--- src/rtl/shuffle_sched_pkg.sv ---
// Shared types and widths for the shuffler scheduler.
package shuffle_sched_pkg;

  localparam int unsigned WORD_W = 64;

  typedef enum logic [2:0] {
    S_IDLE,
    S_LOAD,
    S_START,
    S_RUN,
    S_RESP
  } state_t;

endpackage

--- src/rtl/shuffle_sched_rr_arbiter.sv ---
// Combinational round-robin picker: lowest requesting index at or after ptr, wrapping.
module rr_arbiter #(
  parameter  int unsigned NREQ  = 2,
  localparam int unsigned IDX_W = (NREQ > 1) ? $clog2(NREQ) : 1
) (
  input  logic [NREQ-1:0]  req,
  input  logic [IDX_W-1:0] ptr,
  output logic [NREQ-1:0]  gnt,
  output logic [IDX_W-1:0] gnt_idx
);

  int unsigned j;
  logic        found;

  always_comb begin
    gnt     = '0;
    gnt_idx = '0;
    found   = 1'b0;
    j       = 0;
    for (int unsigned k = 0; k < NREQ; k++) begin
      j = (32'(ptr) + k) % NREQ;
      if (!found && req[j]) begin
        found   = 1'b1;
        gnt[j]  = 1'b1;
        gnt_idx = IDX_W'(j);
      end
    end
  end

endmodule

--- src/rtl/shuffle_sched.sv ---
// Shares one Fisher-Yates shuffler between NREQ requesters with round-robin
// arbitration, a response handshake per requester and a sticky watchdog fault.
module shuffle_sched
  import shuffle_sched_pkg::*;
#(
  parameter int unsigned NREQ    = 2,
  parameter int unsigned TIMEOUT = 8191
) (
  input  logic                   mclk,
  input  logic                   rst,
  input  logic [NREQ-1:0]        req_valid,
  output logic [NREQ-1:0]        req_ready,
  input  logic [NREQ*WORD_W-1:0] req_data,
  input  logic [NREQ*WORD_W-1:0] req_key,
  input  logic [NREQ-1:0]        req_deshuffle,
  output logic [NREQ-1:0]        rsp_valid,
  input  logic [NREQ-1:0]        rsp_ready,
  output logic [WORD_W-1:0]      rsp_data,
  output logic                   rsp_timeout,
  output logic                   shf_en,
  output logic                   shf_deshuffle,
  output logic [WORD_W-1:0]      shf_data,
  output logic [WORD_W-1:0]      shf_key,
  input  logic                   shf_done,
  input  logic [WORD_W-1:0]      shf_result,
  output logic                   busy,
  output logic                   fault
);

  localparam int unsigned      IDX_W   = (NREQ > 1) ? $clog2(NREQ) : 1;
  localparam int unsigned      CNT_W   = $clog2(TIMEOUT + 1);
  localparam logic [CNT_W-1:0] CNT_MAX = CNT_W'(TIMEOUT);

  state_t            state, state_n;
  logic [IDX_W-1:0]  rr_ptr, owner, gnt_idx, ptr_nxt;
  logic [NREQ-1:0]   gnt;
  logic [CNT_W-1:0]  wd_cnt, wd_inc;
  logic              wd_expire, grant_ok, res_tout;
  logic [WORD_W-1:0] sel_data, sel_key;
  logic              sel_desh;

  rr_arbiter #(.NREQ(NREQ)) u_arb (
    .req     (req_valid),
    .ptr     (rr_ptr),
    .gnt     (gnt),
    .gnt_idx (gnt_idx)
  );

  assign grant_ok  = (state == S_IDLE) && !fault && (|req_valid);
  assign req_ready = grant_ok ? gnt : '0;
  assign ptr_nxt   = (32'(gnt_idx) == NREQ - 1) ? '0 : gnt_idx + IDX_W'(1);

  always_comb begin
    sel_data = '0;
    sel_key  = '0;
    sel_desh = 1'b0;
    for (int unsigned k = 0; k < NREQ; k++) begin
      if (gnt[k]) begin
        sel_data = req_data[k*WORD_W +: WORD_W];
        sel_key  = req_key[k*WORD_W +: WORD_W];
        sel_desh = req_deshuffle[k];
      end
    end
  end

  // Expiry is judged on the incremented value so the response lands TIMEOUT+1
  // cycles after shf_en; the counter saturates rather than wrapping.
  assign wd_inc    = (wd_cnt == CNT_MAX) ? wd_cnt : wd_cnt + CNT_W'(1);
  assign wd_expire = (wd_inc == CNT_MAX);

  always_comb begin
    state_n = state;
    case (state)
      S_IDLE:  if (grant_ok) state_n = S_LOAD;
      S_LOAD:  state_n = S_START;
      S_START: state_n = S_RUN;
      S_RUN:   if (shf_done || wd_expire) state_n = S_RESP;
      S_RESP:  if (rsp_ready[owner]) state_n = S_IDLE;
      default: state_n = S_IDLE;
    endcase
  end

  always_comb begin
    rsp_valid = '0;
    if (state == S_RESP) rsp_valid[owner] = 1'b1;
  end

  assign shf_en      = (state == S_START);
  assign busy        = (state != S_IDLE);
  assign rsp_timeout = (state == S_RESP) && res_tout;

  always_ff @(posedge mclk or posedge rst) begin
    if (rst) begin
      state         <= S_IDLE;
      rr_ptr        <= '0;
      owner         <= '0;
      shf_data      <= '0;
      shf_key       <= '0;
      shf_deshuffle <= 1'b0;
      wd_cnt        <= '0;
      rsp_data      <= '0;
      res_tout      <= 1'b0;
      fault         <= 1'b0;
    end else begin
      state <= state_n;
      case (state)
        S_IDLE: begin
          if (grant_ok) begin
            owner         <= gnt_idx;
            shf_data      <= sel_data;
            shf_key       <= sel_key;
            shf_deshuffle <= sel_desh;
            rr_ptr        <= ptr_nxt;
          end
        end
        S_START: wd_cnt <= '0;
        S_RUN: begin
          wd_cnt <= wd_inc;
          if (shf_done) begin
            rsp_data <= shf_result;
            res_tout <= 1'b0;
          end else if (wd_expire) begin
            rsp_data <= '0;
            res_tout <= 1'b1;
            fault    <= 1'b1;
          end
        end
        default: ;
      endcase
    end
  end

endmodule
--- config.mk ---
export PLATFORM = sky130hd
export DESIGN_NAME = shuffle_sched
export DESIGN_NICKNAME = d
export VERILOG_FILES = /design/src/rtl/shuffle_sched_pkg.sv /design/src/rtl/shuffle_sched_rr_arbiter.sv /design/src/rtl/shuffle_sched.sv
export SDC_FILE = /design/constraint.sdc
export NUM_CORES = 1
export LEC_CHECK = 0
export BUFFER_PORTS_ARGS = -buffer_cell sky130_fd_sc_hd__buf_2
export CAP_MARGIN = 20
export CORE_AREA = 4 4 205 207
export DETAILED_ROUTE_END_ITERATION = 6
export DIE_AREA = 0 0 209 211
export PLACE_DENSITY_LB_ADDON = 0.12
export SYNTH_ARGS = -nofsm -noshare
export SYNTH_HDL_FRONTEND = slang
export SYNTH_SLANG_ARGS = --single-unit
export TNS_END_PERCENT = 5
--- constraint.sdc ---
create_clock -name mclk -period 9.1 [get_ports mclk]
set_input_delay 0 -clock mclk [delete_from_list [all_inputs] [get_ports mclk]]
set_output_delay 0 -clock mclk [all_outputs]
set_load 0.05 [all_outputs]
==> qor.txt, run 1 <==
clk sinks: 213
die width: 209 µm
Worst EP required: 9580 ps
post-CTS setup buffers: 0
DRC viols: 17
CTS H-Tree Depth: 1
Post-synth EDFFs: 0
die height: 211 µm
Synth async-reset ratio: 100%
area grow syn2layout: 79.8%
Crit path largest cell delay: 750 ps
Vias: 10600
Synthesis Warnings: 0
Post-Syn Area: 0.00940 mm²
WHS: 70.1 ps
drt pass-1 iters: 7
Switch Pwr: 2960 µW
root buffer cell: clkbuf_16
Port-buffer cells: 529
Pwr Total: 6410 µW
crit-path cells: or3_1, or3_4, a211oi_4, buf_4, buf_4, a222oi_1, dlygate4sd3_1, inv_1
Max Clock Freq: 225 MHz
Final Max Slew Viols: 0
RSZ-0062 raised after global routing: false
crit path buf inv count: 4
skew final: 6.06 ps
Rel. slew slack: 36.9%
Synth Net Count: 1198
Power Density: 379 mW/mm²
Combinational Power Share: 54.9%
switching part of the total: 46.2%
num ports: 530
count of different cell masters after synthesis: 49
Max IR drop VDD: 0.000190 V
setup TNS: 0 ps
clk_lat worst skew: 540 ps
Rows: 74
synthesized instance count: 868
total wire length: 42200 µm
most common cell after layout, fill and taps aside: buf_2
Reg power frac: 24.8%
Placed Cells: 1865
Leak: 0.00876 µW
initial antenna violation count: 13
max cap viols: 0
Pint: 3450 µW
final number of setup-violating endpoints: 0
GP Congestion: 0.845
Post-Layout Cell Count: 2258
TritonCTS clock tree: done
CTS Buf Count: 28
vias in the first global route: 11200
Syn Area/Cell: 10.8 µm²
final worst-path cycle share: 48.9%
Iter 0 DRT Violations: 1114
Clk pwr share: 20.3%
post-DP HPWL: 27700 µm
Max FO, Critical Path: 76
status: complete, but fails checks
failing checks: DRC
sequential fraction of the synthesis area: 56.7%
first-pass GRT wire length: 64400 µm
Post-synth top flop: dfrtp_1
most frequent cells in the layout: buf_2 (529), dlygate4sd3_1 (328), dfrtp_1 (213)
fin crit period: 4450 ps
CP Launch Type: flip-flop
layout cell share with drive strength beyond 1: 36.8%
most used cell, CP: buf_4
Routed Antenna Nets: 0
layout net count: 2022
slowest CP cell: buf_4
WP data arrival: 4940 ps
Clock transition at path regs: 60 ps
Worst-Margin Slew: 946 ps
WS Path Type: flip-flop to flip-flop
crit-path leading delay family: buffers and inverters
wire length per cell: 18.7 µm
Vias/cell: 4.71
Hold Violations, Final: 0
Overall Global Routing Usage: 18.0%
area of the die: 0.0441 mm²
Longest Clk Path Bufs: 3
largest net degree at the start of global routing: 101
Seq cells post-synth: 213
CP endpoint kind: flip-flop
Initial Util: 23.3%
Hold Path Class: input pin to flip-flop
GRT overflow: 0
Core ar.: 0.0404 mm²
flip-flops by register name, summed over array words and instances, names as in the netlist:
| register | flops |
|---|---|
| shf_data | 64 |
| rsp_data | 64 |
| shf_deshuffle | 1 |
| wd_cnt | 13 |
| res_tout | 1 |
| rr_ptr | 1 |
| shf_key | 64 |
| state | 3 |
| fault | 1 |
| owner | 1 |
cell usage after synthesis (6+ instances only):
library cell | instances | area [µm²]
nand3_1 | 6 | 30.0
dfrtp_1 | 213 | 5330
inv_1 | 198 | 743
a222oi_1 | 129 | 1290
clkbuf_1 | 45 | 169
o21ai_0 | 50 | 250
a22oi_1 | 65 | 488
o21ai_2 | 30 | 263
buf_2 | 20 | 100
a21oi_1 | 8 | 40.0
nand2_1 | 20 | 75.1
nor2_1 | 19 | 71.3
layout make-up:
cell class,instances,area (µm²)
sequential,213,5330
inverter,198,751
tap,532,666
fill,3960,23500
multi-input combinational,383,2990
antenna,12,30.0
timing repair buffer,868,6030
clock inverter,13,277
clock buffer,39,823
metrics by stage:
| step | area, µm² | utilization, % | setup slack [ps] |
|---|---|---|---|
| finish | 16900 | 41.9 | 4650 |
| global route | 16900 | 41.9 | 4370 |
| CTS | 16800 | 41.7 | 4690 |
| detailed placement | 12500 | 30.9 | 5280 |
| global placement | 12500 | 30.9 | 5330 |
| floorplan | 9400 | - | 3280 |
worst register-to-register path: cells and delay by family, from the launching register on:
family	cells	cell delay, ps
and+or+nand+nor	2	970
DFF	1	480
buffers and inverters	4	1990
AOI/OAI and AO/OA	2	960
what timing repair did:
action,in CTS,in global routing
hold endpoints to repair,295,0
gates resized for setup,0,0
endpoints found under the setup margin,0,0
hold buffers,328,0
worst paths after layout:
path | from | to | slack, ps | cells after the start
max | state[0] | shf_data[15] | 4650 | 8
min | req_valid[1] | rr_ptr | 70 | 4
max reg2reg | state[0] | shf_data[15] | 4650 | 8
min reg2reg | rsp_data[14] | rsp_data[14] | 530 | 2
max in group asynchronous | rst | state[1] | 7600 | 4
min in group asynchronous | rst | shf_data[57] | 180 | 3
power by group through the flow:
stage | logic (µW) | registers, µW | clock network, µW
3_3_place_gp | 2950 | 1590 | 0
3_5_place_dp | 2980 | 1580 | 0
5_1_grt | 3750 | 1640 | 1390
2_1_floorplan | 976 | 2810 | 0
6_report | 3520 | 1590 | 1300
4_1_cts | 3500 | 1580 | 1340
logic make-up after synthesis:
logic type                 Yosys count  share of synthesized area, %
AOI/OAI and AO/OA                  300                          26.6
xor gates and xnor gates             1                        0.0932
adders and majority gates            1                         0.133
buffers and inverters              272                          11.8
DFF                                213                          56.7
muxes                                5                         0.546
and+or+nand+nor                     76                          4.13
layer usage:
| layer | wire [µm] | part of all wire (%) | vias to the layer above | global-route usage (%) |
|---|---|---|---|---|
| li1 | - | - | 4867 | - |
| met4 | 1510 | 3.6 | 2 | 7.67 |
| met2 | 22000 | 52 | 418 | 31.7 |
| met3 | 2590 | 6.1 | 91 | 3.91 |
| met5 | 12 | 0.028 | - | 0 |
| met1 | 16100 | 38 | 5248 | 21.3 |
(Power assumes the default switching activity.)
==> run 2, diff against run 1 <==
- ABC_AREA: unset -> 1
- CORE_AREA: 4 4 205 207 -> 4 4 207 209
- DIE_AREA: 0 0 209 211 -> 0 0 211 213
- clock period: 9.1 -> 4.3 ns (I/O delays scaled with it)
==> run 2 against run 1 <==
Compared with the run above: the run now ends clean; clock skew up 4.6 ps; cell count increased by 13%; cell area decreased by 1.4%; via count grew 3.8%; power decreased by 28%; routed wire length shrank 0.47%; sequential power rose by 26%; clock-buffer cell count is 3 higher; highest routed layer unchanged.
==> qor.txt, run 2 <==
cell accounting for the most synthesized area: dfrtp_1
Vias/cell: 4.34
most common cell after layout, fill and taps aside: nand2_1
total wire length: 42000 µm
cell with the most instances after synthesis: nand2_1
status: finished clean
Synth async-reset ratio: 100%
Initial Util: 22.8%
initial antenna violation count: 4
clk_lat worst skew: 560 ps
layout cell share with drive strength beyond 1: 29.8%
final number of setup-violating endpoints: 0
largest net degree at the start of global routing: 118
layout net count: 2320
Combinational Power Share: 7.5%
Worst-Margin Slew: 1020 ps
die height: 213 µm
most used cell, CP: dlygate4sd3_1
Post-synth top flop: dfrtp_1
CP endpoint kind: flip-flop
Hold Violations, Final: 0
final worst-path cycle share: 80.5%
Synth top area share: 57.4%
skew final: 10.7 ps
Post-CTS Resized: 0
Crit path largest cell delay: 690 ps
switching part of the total: 22.9%
Clock transition at path regs: 60 ps
Overall Global Routing Usage: 17.5%
Iter 0 DRT Violations: 615
die width: 211 µm
count of different cell masters after synthesis: 27
TritonCTS clock tree: done
DRC viols: 0
fin crit period: 3460 ps
Switch Pwr: 1050 µW
slowest CP cell: buf_4
r2r startpoint: fault
Pint: 3540 µW
Core ar.: 0.0408 mm²
area grow syn2layout: 79.3%
wire length per cell: 16.5 µm
Longest Clk Path Bufs: 3
Leak: 0.00946 µW
Seq cells post-synth: 213
Max FO, Critical Path: 75
CTS Buf Count: 29
Worst EP required: 4800 ps
post-route cell area: 0.0167 mm²
Synthesis Warnings: 0
placed cell area: 0.0125 mm²
R2R setup slack: 840 ps
sequential fraction of the synthesis area: 57.4%
Port-buffer cells: 529
WS Path Type: flip-flop to flip-flop
Rows: 74
Post-synth EDFFs: 0
Synth Net Count: 1478
Max Clock Freq: 289 MHz
Hold Path Class: input pin to async pin
synthesized instance count: 1148
Syn Area/Cell: 8.10 µm²
GRT overflow: 0
num ports: 530
Final Util: 40.8%
Worst R2R End: shf_data[16]
Clk pwr share: 48.8%
top post-synthesis cells by area: dfrtp_1 (57%), nand2_1 (23%), nand3_1 (11%), clkbuf_1 (1.5%), buf_2 (1.1%)
GP Congestion: 0.862
most frequent cells in the layout: nand2_1 (567), buf_2 (529), dlygate4sd3_1 (334)
Reg power frac: 43.6%
RSZ-0062 raised after global routing: false
r2r worst-path depth: 10
Rel. slew slack: 31.9%
CP Launch Type: flip-flop
CTS H-Tree Depth: 1
root buffer cell: clkbuf_16
area of the die: 0.0449 mm²
max cap viols: 0
WP data arrival: 3960 ps
Final Max Slew Viols: 0
Power Density: 276 mW/mm²
Routed Antenna Nets: 0
Regs by FF count: rsp_data (64), shf_data (64), shf_key (64)
first-pass GRT wire length: 63300 µm
Post-Syn Area: 0.00929 mm²
Vias: 11000
drt pass-1 iters: 6
setup TNS: 0 ps
post-CTS setup buffers: 0
post-DP HPWL: 28600 µm
Max IR drop VDD: 0.000247 V
Synth top cells by count: nand2_1 (568), dfrtp_1 (213), nand3_1 (202)
crit-path cells: inv_1, o21ai_0, dlygate4sd3_1, nor2_1, inv_4, a21oi_4, buf_4, nand2_1, nand3_1, dlygate4sd3_1
clk sinks: 213
vias in the first global route: 11500
run 2: changes by cell type after synthesis, moves of 7 or more:
cell / previous run / this run
clkbuf_1: 45 / 36
o21ai_0: 50 / 8
nand2_1: 20 / 568
o21ai_2: 30 / 0
nand3_1: 6 / 202
nor2_1: 19 / 26
a22oi_1: 65 / 0
inv_1: 198 / 22
a222oi_1: 129 / 0
run 2: metal layers:
| layer | vias to the layer above | part of all wire, % | GRT usage [%] |
|---|---|---|---|
| met3 | 90 | 6.4 | 4.13 |
| met1 | 5228 | 39 | 20.9 |
| li1 | 5326 | - | - |
| met5 | - | 0.050 | 0 |
| met2 | 379 | 51 | 31.0 |
| met4 | 4 | 3.8 | 6.30 |
run 2: what timing repair did:
action / CTS / global route
setup endpoints to repair: 0 / 0
endpoints found under the hold margin: 224 / 0
hold buffers: 334 / 0
run 2: worst max-delay path by stage:
stage,startpoint,end,slack (ps),cells after the start
after global routing,fault,shf_data[11],480,10
after global placement,state[2],shf_key[32],1700,10
after detailed placement,state[2],shf_data[16],1690,10
after CTS,fault,shf_data[11],810,10
after floorplan,rst,fault,1530,1
final,fault,shf_data[16],840,10
run 2: area by class of cell:
| cell class | instances | area, µm² |
|---|---|---|
| clock inverter | 6 | 72.6 |
| timing repair buffer | 876 | 6130 |
| tap | 532 | 666 |
| sequential | 213 | 5330 |
| multi-input combinational | 843 | 3570 |
| inverter | 27 | 108 |
| antenna | 3 | 7.51 |
| fill | 4198 | 24200 |
| clock buffer | 42 | 785 |
run 2: worst max-delay path, delay by kind of cell (launching register included):
family / cells / cell delay, ps
AO/OA/AOI/OAI: 2 / 290
AND/OR/NAND/NOR: 3 / 540
flip-flops: 1 / 370
buffers and inverters: 5 / 2180
run 2: cells by family (layout without fill, tap and decap cells):
| group | Yosys count | in the layout | synth area share [%] |
|---|---|---|---|
| xor gates and xnor gates | 4 | 4 | 0.377 |
| AOI/OAI and AO/OA | 29 | 29 | 1.78 |
| and+or+nand+nor | 809 | 809 | 35.9 |
| buffers and inverters | 92 | 951 | 4.48 |
| DFF | 213 | 213 | 57.4 |
| other | 0 | 3 | 0 |
| adders and majority gates | 1 | 1 | 0.135 |
run 2: per-stage QoR:
step / setup WS [ps] / hold WS, ps / total power (µW) / cells
floorplan: 1530 / 117 / 2070 / 1148
global placement: 1700 / 139 / 2250 / 2157
detailed placement: 1690 / 132 / 2240 / 2157
global route: 482 / 124 / 4800 / 2541
CTS: 808 / 59.9 / 4700 / 2539
finish: 836 / 76.1 / 4600 / 2542
run 2: power groups by stage:
stage | sequential, µW | combinational (µW) | clock (µW)
after CTS | 2010 | 352 | 2340
after global placement | 2040 | 206 | 0
after floorplan | 2040 | 29.9 | 0
after detailed placement | 2040 | 202 | 0
after global routing | 2000 | 381 | 2410
final | 2010 | 346 | 2250
